===== config.mk =====
export PLATFORM = sky130hd
export DESIGN_NAME = uart_rx_fifo
export DESIGN_NICKNAME = d
export VERILOG_FILES = /design/src/rtl/uart_rx_fifo_pkg.sv /design/src/rtl/uart_fifo_mem.sv /design/src/rtl/uart_rx_fifo.sv
export SDC_FILE = /design/constraint.sdc
export NUM_CORES = 1
export LEC_CHECK = 0
export BUFFER_PORTS_ARGS = -buffer_cell sky130_fd_sc_hd__buf_2
export CAP_MARGIN = 0
export CELL_PAD_IN_SITES_DETAIL_PLACEMENT = 0
export CELL_PAD_IN_SITES_GLOBAL_PLACEMENT = 1
export CORE_MARGIN = 4
export CORE_UTILIZATION = 39
export CTS_CLUSTER_DIAMETER = 200
export DETAILED_ROUTE_END_ITERATION = 10
export GPL_ROUTABILITY_DRIVEN = 1
export PLACE_DENSITY = 0.64
export SYNTH_ARGS = -nofsm -noshare
export SYNTH_HDL_FRONTEND = slang
export SYNTH_SLANG_ARGS = --single-unit
export TNS_END_PERCENT = 50

===== constraint.sdc =====
create_clock -name clk -period 4 [get_ports clk]
set_input_delay 0.8 -clock clk [delete_from_list [all_inputs] [get_ports clk]]
set_output_delay 0.8 -clock clk [all_outputs]
set_load 0.01 [all_outputs]

===== src/rtl/uart_rx_fifo_pkg.sv =====
// Shared UART receive-path defaults: byte width and default FIFO pointer width.
// The receiver, this FIFO and the future TX FIFO all pick these up.
package uart_rx_fifo_pkg;
  localparam int UART_DATA_W = 8;
  localparam int FIFO_ADDR_W = 4;

  // Fill level at which a FIFO with the given pointer width reports full.
  function automatic int fifo_depth(input int addr_w);
    return 2 ** addr_w;
  endfunction
endpackage


===== src/rtl/uart_fifo_mem.sv =====
// Register-file storage for the RX FIFO: synchronous write port and an
// asynchronous read port. The contents have no reset.
module uart_fifo_mem
  import uart_rx_fifo_pkg::*;
#(
  parameter int DATA_W = UART_DATA_W,
  parameter int ADDR_W = FIFO_ADDR_W
) (
  input  logic              clk,
  input  logic              we,
  input  logic [ADDR_W-1:0] waddr,
  input  logic [DATA_W-1:0] wdata,
  input  logic [ADDR_W-1:0] raddr,
  output logic [DATA_W-1:0] rdata
);
  logic [DATA_W-1:0] r_mem [fifo_depth(ADDR_W)];

  always_ff @(posedge clk) begin
    if (we) r_mem[waddr] <= wdata;
  end

  assign rdata = r_mem[raddr];
endmodule


===== src/rtl/uart_rx_fifo.sv =====
// First-word-fall-through receive buffer behind the UART receiver.
// It provides an occupancy count and a sticky overrun flag for bytes dropped while full.
module uart_rx_fifo
  import uart_rx_fifo_pkg::*;
#(
  parameter int DATA_W = UART_DATA_W,
  parameter int ADDR_W = FIFO_ADDR_W
) (
  input  logic              clk,
  input  logic              reset,
  input  logic              wr_tick,
  input  logic [DATA_W-1:0] wr_data,
  input  logic              rd,
  output logic [DATA_W-1:0] rd_data,
  output logic              empty,
  output logic              full,
  output logic [ADDR_W:0]   count,
  output logic              overrun,
  input  logic              clr_overrun
);
  localparam logic [ADDR_W:0]   DEPTH   = (ADDR_W+1)'(fifo_depth(ADDR_W));
  localparam logic [ADDR_W-1:0] PTR_ONE = 1;
  localparam logic [ADDR_W:0]   CNT_ONE = 1;

  logic [ADDR_W-1:0] r_wr_ptr;
  logic [ADDR_W-1:0] r_rd_ptr;
  logic [ADDR_W:0]   r_count;
  logic              r_overrun;

  logic w_full;
  logic w_empty;
  logic w_push;
  logic w_pop;
  logic w_drop;

  assign w_full  = (r_count == DEPTH);
  assign w_empty = (r_count == '0);
  // A pop in the same cycle frees the head slot, so a push into a full FIFO is still accepted.
  assign w_push  = wr_tick && (!w_full || rd);
  assign w_pop   = rd && !w_empty;
  assign w_drop  = wr_tick && w_full && !rd;

  always_ff @(posedge clk or negedge reset) begin
    if (!reset) begin
      r_wr_ptr  <= '0;
      r_rd_ptr  <= '0;
      r_count   <= '0;
      r_overrun <= 1'b0;
    end else begin
      if (w_push) r_wr_ptr <= r_wr_ptr + PTR_ONE;
      if (w_pop)  r_rd_ptr <= r_rd_ptr + PTR_ONE;
      if (w_push && !w_pop)      r_count <= r_count + CNT_ONE;
      else if (w_pop && !w_push) r_count <= r_count - CNT_ONE;
      // A drop in the same cycle takes priority over a clear request.
      if (w_drop)           r_overrun <= 1'b1;
      else if (clr_overrun) r_overrun <= 1'b0;
    end
  end

  uart_fifo_mem #(
    .DATA_W (DATA_W),
    .ADDR_W (ADDR_W)
  ) u_mem (
    .clk   (clk),
    .we    (w_push),
    .waddr (r_wr_ptr),
    .wdata (wr_data),
    .raddr (r_rd_ptr),
    .rdata (rd_data)
  );

  assign empty   = w_empty;
  assign full    = w_full;
  assign count   = r_count;
  assign overrun = r_overrun;
endmodule


==> impl_metrics.tcl, run 1 <==
set metrics [dict create \
    status "finished clean" \
    area_delta_synth_final_pct 15.41 \
    routed_via_density 5.200 \
    dr.first_iter.drc_count 216 \
    antenna_cells 0 \
    io_pins 29 \
    finalCritPeriodShare 0.8158 \
    grt_max_degree 44 \
    ys_ff_latch 142 \
    numPortBuffers 28 \
    grt_pass1_wl_um 17700 \
    total_power_mw 5.046 \
    start_kind "flop" \
    fin_crit_ns 3.263 \
    power.leakage_nw 2.369 \
    die_w_um 130.2 \
    r2r_slack_ns 1.20 \
    slew_viol_final 0 \
    path_max_fanout 43 \
    finalWorstSetupSlack_ns 0.7367 \
    r2r_cells 9 \
    yosys.area.top_type "edfxtp_1" \
    firstDrtPassIters 4 \
    h-tree-depth 4 \
    synth_top_area_share 0.6604 \
    fmax_mhz 306.4 \
    hold_viol_final 0 \
    ys_warn_count 0 \
    cp.arrival_ns 2.46 \
    startpoint "r_rd_ptr[0]$_DFFE_PN0P_" \
    fin_skew_ns 0.01068 \
    antenna_found_initial 0 \
    wirelength_um 11250 \
    relSlewSlack 0.4046 \
    synth_edf_count 128 \
    endpoint_kind "primary output" \
    p_per_area_mw_per_mm2 751.2 \
    avgSynthCellArea_um2 17.80 \
    postRouteAntennaNets 0 \
    overflow 0 \
    worst_ep_required_time_ns 3.20 \
    start_util 0.3990 \
    syn_inst 327 \
    drc 0 \
    ys.flop_type "edfxtp_1" \
    drive_above_1_share 0.2314 \
    ctsResizeCount 0 \
    rows 44 \
    fin_nets 387 \
    synth_cell_type_count 33 \
    hold_slack_ns 0.2844 \
    die_area_mm2 0.01694 \
    max_cap_viol_count 0 \
    ctsLongestPathBuffers 2 \
    grtUsageTotal 0.1452 \
    ctsHoldBuffers 0 \
    worstMarginPinSlew_ns 0.8899 \
    wl_per_cell_um 20.08 \
    cts_buffers 17 \
    cts_tree "yes" \
    syn_area_mm2 0.005821 \
    dp.final_hpwl_um 7343 \
    core_area_mm2 0.01459 \
    setup_viol 0 \
    postCtsSetupBuffers 0 \
    via_count 2912 \
    synth_nets 350 \
    fin_setup_tns_ns 0 \
    hold_path.class "in -> async" \
    clkTransAtPathRegs_ns 0.05 \
    root_buffer "clkbuf_16" \
    r2r-start "count[1]$_DFFE_PN0P_" \
    place_congestion 0.7617 \
    cts.sink_count 142 \
    dpl_worst_slack_ns 1.066 \
    peakVddDrop_v 0.0004512 \
    crit_type "reg -> out" \
    synthArstFlopShare 0.09859 \
    insertion_delay_ns 0.41 \
    grt_pass1_vias 2930 \
    synthTopCellsByArea "edfxtp_1 66%, mux4_2 6.2%, dfrtp_1 6.0%, mux2i_1 5.7%, a221oi_1 2.3%" \
    ys_seq_area_frac 0.7206 \
    die_h_um 130.2 \
    rsz0062_at_grt "no" \
    r2r_end "count[4]$_DFFE_PN0P_" \
]
-- critical path: stages (launching register included) --
cell      delay (ns)
dfrtp_2         0.57
buf_12          0.35
mux2i_1         0.12
a221oi_1        0.53
o21ai_0         0.14
nand2_1         0.15
buf_2           0.15
-- state kept, by name, indices dropped and copies added, names as in the netlist --
| signal | cells |
|---|---|
| u_mem.r_mem | 128 |
| count | 5 |
| r_rd_ptr | 4 |
| r_wr_ptr | 4 |
| overrun | 1 |
-- synthesized netlist by cell type (3+ instances only) --
master and n:
nor3_1 6, xnor2_1 8, buf_6 5, buf_2 4, mux2i_1 33, o21ai_0 12, a221oi_1 15, a22oi_1 8
dfrtp_1 14, buf_4 4, nand2b_1 3, nor2_1 17, edfxtp_1 128, mux4_2 16, clkbuf_1 3, nand2_1 17
inv_1 5, ha_1 9
-- routing by layer --
layer  up-vias  track usage  share of wire
li1       1364            -              -
met1      1484       0.2128           0.50
met2        56       0.2094           0.46
met3         8      0.03643          0.035
met4         0      0.05501          0.011
met5         -            0              0
-- cells by family (layout without fill, tap and decap cells) --
group	after synthesis	after routing	synth area share
simple gates	48	48	0.03848
flops	142	142	0.7206
buf+inv	24	73	0.02537
compound gates	42	42	0.05525
fa+ha+maj	10	10	0.02279
mux	51	51	0.1225
xor+xnor	10	10	0.01505
-- layout make-up --
type	instances	area, um2
fillers	1254	7871
flip-flops and latches	142	4195
multi-input cells	161	1479
clock buffers	18	429.2
well taps	184	230.2
repair buffers	36	212.7
clock inverters	13	148.9
inverters	6	22.52
-- per-stage QoR --
step	util	cells	cell area, um2
6_report	0.4605	560	6718
2_1_floorplan	-	327	5821
5_1_grt	0.4605	560	6718
4_1_cts	0.4605	560	6718
3_3_place_gp	0.4208	529	6140
3_5_place_dp	0.4208	529	6140
-- power breakdown --
group	internal, mW	switching, mW
clock	0.967	0.572
sequential	1.82	0.187
combinational	0.652	0.845
total	3.44	1.60
-- placed cells by master (no fill, tap or decap) --
cell / count
a21o_1: 2
a21oi_1: 2
a221oi_1: 15
a221oi_2: 1
a22oi_1: 8
and2_1: 1
buf_12: 1
buf_2: 28
buf_4: 7
bufinv_16: 3
clkbuf_1: 1
clkbuf_16: 17
clkinv_1: 4
clkinv_2: 3
clkinv_4: 2
clkinvlp_4: 2
dfrtp_1: 13
dfrtp_2: 1
edfxtp_1: 128
fa_1: 1
ha_1: 9
inv_1: 5
mux2_2: 2
mux2i_1: 33
mux4_2: 16
nand2_1: 17
nand2_4: 1
nand2b_1: 3
nand4_2: 1
nor2_1: 17
nor2b_1: 1
nor3_1: 6
o21ai_0: 12
o31a_1: 1
o31ai_4: 1
or3_4: 1
xnor2_1: 8
xor2_1: 2
-- worst max-delay path by stage --
stage	to	slack, ns
3_5_place_dp	count[4]$_DFFE_PN0P_	1.07
3_3_place_gp	count[4]$_DFFE_PN0P_	1.11
6_report	rd_data[4]	0.74
4_1_cts	rd_data[5]	0.72
5_1_grt	rd_data[5]	0.54
2_1_floorplan	count[4]$_DFFE_PN0P_	1.37
Note: power is estimated with default switching activity, not from simulation.
==> run 2: changes to the inputs <==
--- a/config.mk
+++ b/config.mk
@@ -5,6 +5,7 @@
 export SDC_FILE = /design/constraint.sdc
 export NUM_CORES = 1
 export LEC_CHECK = 0
+export ABC_AREA = 1
 export BUFFER_PORTS_ARGS = -buffer_cell sky130_fd_sc_hd__buf_2
 export CAP_MARGIN = 0
 export CELL_PAD_IN_SITES_DETAIL_PLACEMENT = 0
@@ -14,7 +15,7 @@
 export CTS_CLUSTER_DIAMETER = 200
 export DETAILED_ROUTE_END_ITERATION = 10
 export GPL_ROUTABILITY_DRIVEN = 1
-export PLACE_DENSITY = 0.64
+export PLACE_DENSITY = 0.68
 export SYNTH_ARGS = -nofsm -noshare
 export SYNTH_HDL_FRONTEND = slang
 export SYNTH_SLANG_ARGS = --single-unit
==> constraint.sdc (replaced) <==
create_clock -name clk -period 3.36 [get_ports clk]
set_input_delay 0.672 -clock clk [delete_from_list [all_inputs] [get_ports clk]]
set_output_delay 0.672 -clock clk [all_outputs]
set_load 0.01 [all_outputs]
==> run 2 against run 1 <==
Combinational power increased by 38%. Power rose by 25%. Register-to-register slack got worse by 0.28 ns. Synthesized cell count up 94%. Largest cell class unchanged. Die area rose by 8.2%. Hold slack got worse by 0.13 ns. Global-route usage increased by 2.7 points. Setup slack lost 0.42 ns. Clock power rose by 30%. Non-clock buffer count up 12. Routed wire length grew 34%.
==> impl_metrics.tcl, run 2 <==
set metrics [dict create \
    status "finished clean" \
    fin_skew_ns 0.005477 \
    postRouteAntennaNets 0 \
    r2r_cells 14 \
    worst_ep_required_time_ns 2.69 \
    start_kind "flop" \
    cts.sink_count 142 \
    crit_type "reg -> out" \
    ys_warn_count 0 \
    syn_inst 634 \
    ys_seq_area_frac 0.6627 \
    p_per_area_mw_per_mm2 856.6 \
    routed_via_density 4.755 \
    die_area_mm2 0.01833 \
    worstMarginPinSlew_ns 0.9499 \
    hold_path.class "in -> async" \
    io_pins 29 \
    firstDrtPassIters 5 \
    ctsHoldBuffers 0 \
    postCtsSetupBuffers 0 \
    rows 46 \
    grt_pass1_vias 4133 \
    dr.first_iter.drc_count 282 \
    synth_top_area_share 0.6074 \
    max_cap_viol_count 0 \
    p_int_mw 4.070 \
    start_util 0.3984 \
    r2r-start "count[3]$_DFFE_PN0P_" \
    place_congestion 0.8114 \
    ctsLongestPathBuffers 2 \
    hold_viol_final 0 \
    synth_cell_type_count 23 \
    path_max_fanout 17 \
    grt_pass1_wl_um 23280 \
    antenna_found_initial 0 \
    fin_nets 700 \
    core_area_mm2 0.01589 \
    grt_max_degree 83 \
    fin_setup_tns_ns 0 \
    finalWorstSetupSlack_ns 0.3125 \
    synthTopCellsByArea "edfxtp_1 61%, nand2_1 14%, dfrtp_1 5.5%, nand3_1 4.9%, inv_1 4.0%" \
    cp_slowest_cell "clkinv_1" \
    drc 0 \
    dp.final_hpwl_um 9569 \
    power.leakage_nw 3.169 \
    die_h_um 135.4 \
    relSlewSlack 0.3667 \
    ctsResizeCount 0 \
    finalCritPeriodShare 0.9070 \
    fin_crit_ns 3.048 \
    ys.flop_type "edfxtp_1" \
    r2r_end "count[4]$_DFFE_PN0P_" \
    area_delta_synth_final_pct 16.69 \
    cts_tree "yes" \
    root_buffer "clkbuf_16" \
    antenna_cells 0 \
    ys_ff_latch 142 \
    switching_share 0.3565 \
    path_buf_inv 2 \
    endpoint_kind "primary output" \
    p_clk_frac 0.317 \
    top_register "u_mem.r_mem" \
    dpl_worst_slack_ns 0.7348 \
    peakVddDrop_v 0.0004345 \
    total_power_mw 6.325 \
    setup_viol 0 \
    critPathMaxStageDelay_ns 0.61 \
    via_count 4308 \
    power.share.combinational 0.327 \
    cp.arrival_ns 2.38 \
    yosys.area.top_type "edfxtp_1" \
    synth_commonest_cells "241 x nand2_1, 128 x edfxtp_1, 67 x inv_1, 62 x nand3_1, 53 x nor2_1" \
    cp_top_family "buffers and inverters" \
    rsz0062_at_grt "no" \
    yosysMostFrequentCell "nand2_1" \
    mostFrequentLayoutCell "nand2_1" \
    crit_chain "clkinv_1, nand3_1, nand3_1, nand2_1, nand2_1, buf_2" \
    wirelength_um 15120 \
    layout_common_cells "241 x nand2_1, 128 x edfxtp_1, 67 x inv_1" \
    grtUsageTotal 0.1727 \
    r2r_slack_ns 0.92 \
    largest_register_ff_count 128 \
    slew_viol_final 0 \
    cts_buffers 17 \
    wl_per_cell_um 16.69 \
    h-tree-depth 4 \
    numPortBuffers 28 \
    synthArstFlopShare 0.09859 \
    fillCellCount 1519 \
    die_w_um 135.4 \
    avgSynthCellArea_um2 9.982 \
    power.share.sequential 0.356 \
    drive_above_1_share 0.1217 \
    synth_nets 657 \
    overflow 0 \
    synth_edf_count 128 \
    insertion_delay_ns 0.42 \
    fmax_mhz 328.1 \
    p_sw_mw 2.255 \
    clkTransAtPathRegs_ns 0.06 \
    syn_area_mm2 0.006329 \
]
==> run 2: cell types whose count changed after synthesis, sizes merged, moves of 3 or more <==
cell / delta
buf: +5
nand3: +62
a22oi: -8
mux4: -16
nor2: +37
o21ai: -8
xnor2: -6
mux2i: -33
nand2b: -3
nand2: +224
nor3: +10
inv: +65
a221oi: -16
==> run 2: power by group through the flow <==
stage               Combinational (mW)  Sequential [mW]  Clock, mW
floorplan                         1.45             2.26          0
global placement                  2.08             2.28          0
detailed placement                2.09             2.29          0
CTS                               2.10             2.25       2.04
global route                      2.35             2.28       2.11
finish                            2.07             2.25       2.00
==> run 2: logic make-up (layout without fill, tap and decap cells) <==
group / after synthesis / count (layout) / share of synthesized area
AOI/OAI and AO/OA: 5 / 5 / 0.003954
xor gates and xnor gates: 4 / 4 / 0.005537
adders and majority gates: 10 / 10 / 0.02096
buffers and inverters: 96 / 152 / 0.06406
DFF: 142 / 142 / 0.6627
and+or+nand+nor: 377 / 377 / 0.2428
==> run 2: final cells by class <==
class	count	area, um2	share of cell area
Sequential cell	142	4195	0.5681
Clock inverter	12	192.7	0.02609
Tap cell	216	270.3	0.03660
Multi-Input combinational cell	396	1729	0.2342
Clock buffer	20	436.7	0.05913
Timing Repair Buffer	48	290.3	0.03931
Inverter	72	270.3	0.03660
==> run 2: worst max path at each step <==
stage / endpoint / startpoint / slack [ns] / cells after the start
2_1_floorplan: count[4]$_DFFE_PN0P_ / rd / 1.10 / 14
3_3_place_gp: count[4]$_DFFE_PN0P_ / rd / 0.80 / 15
3_5_place_dp: count[4]$_DFFE_PN0P_ / rd / 0.73 / 15
4_1_cts: rd_data[1] / r_rd_ptr[1]$_DFFE_PN0P_ / 0.30 / 6
5_1_grt: rd_data[1] / r_rd_ptr[1]$_DFFE_PN0P_ / 0.13 / 6
6_report: rd_data[1] / r_rd_ptr[1]$_DFFE_PN0P_ / 0.31 / 6
==> run 2: metal layers <==
layer / share of wire / track usage / vias up
li1: - / - / 2132
met1: 0.47 / 0.2364 / 2066
met2: 0.48 / 0.2768 / 98
met3: 0.047 / 0.03529 / 12
met4: 0.0097 / 0.05767 / 0
met5: 0 / 0 / -
==> run 2: stage by stage <==
step,hold WS [ns],cells,cell area (um2),utilization
floorplan,0.3764,634,6329,-
global placement,0.5078,874,6755,0.4253
detailed placement,0.5246,874,6755,0.4253
CTS,0.1538,906,7385,0.4649
global route,0.1619,906,7385,0.4649
finish,0.1520,906,7385,0.4649
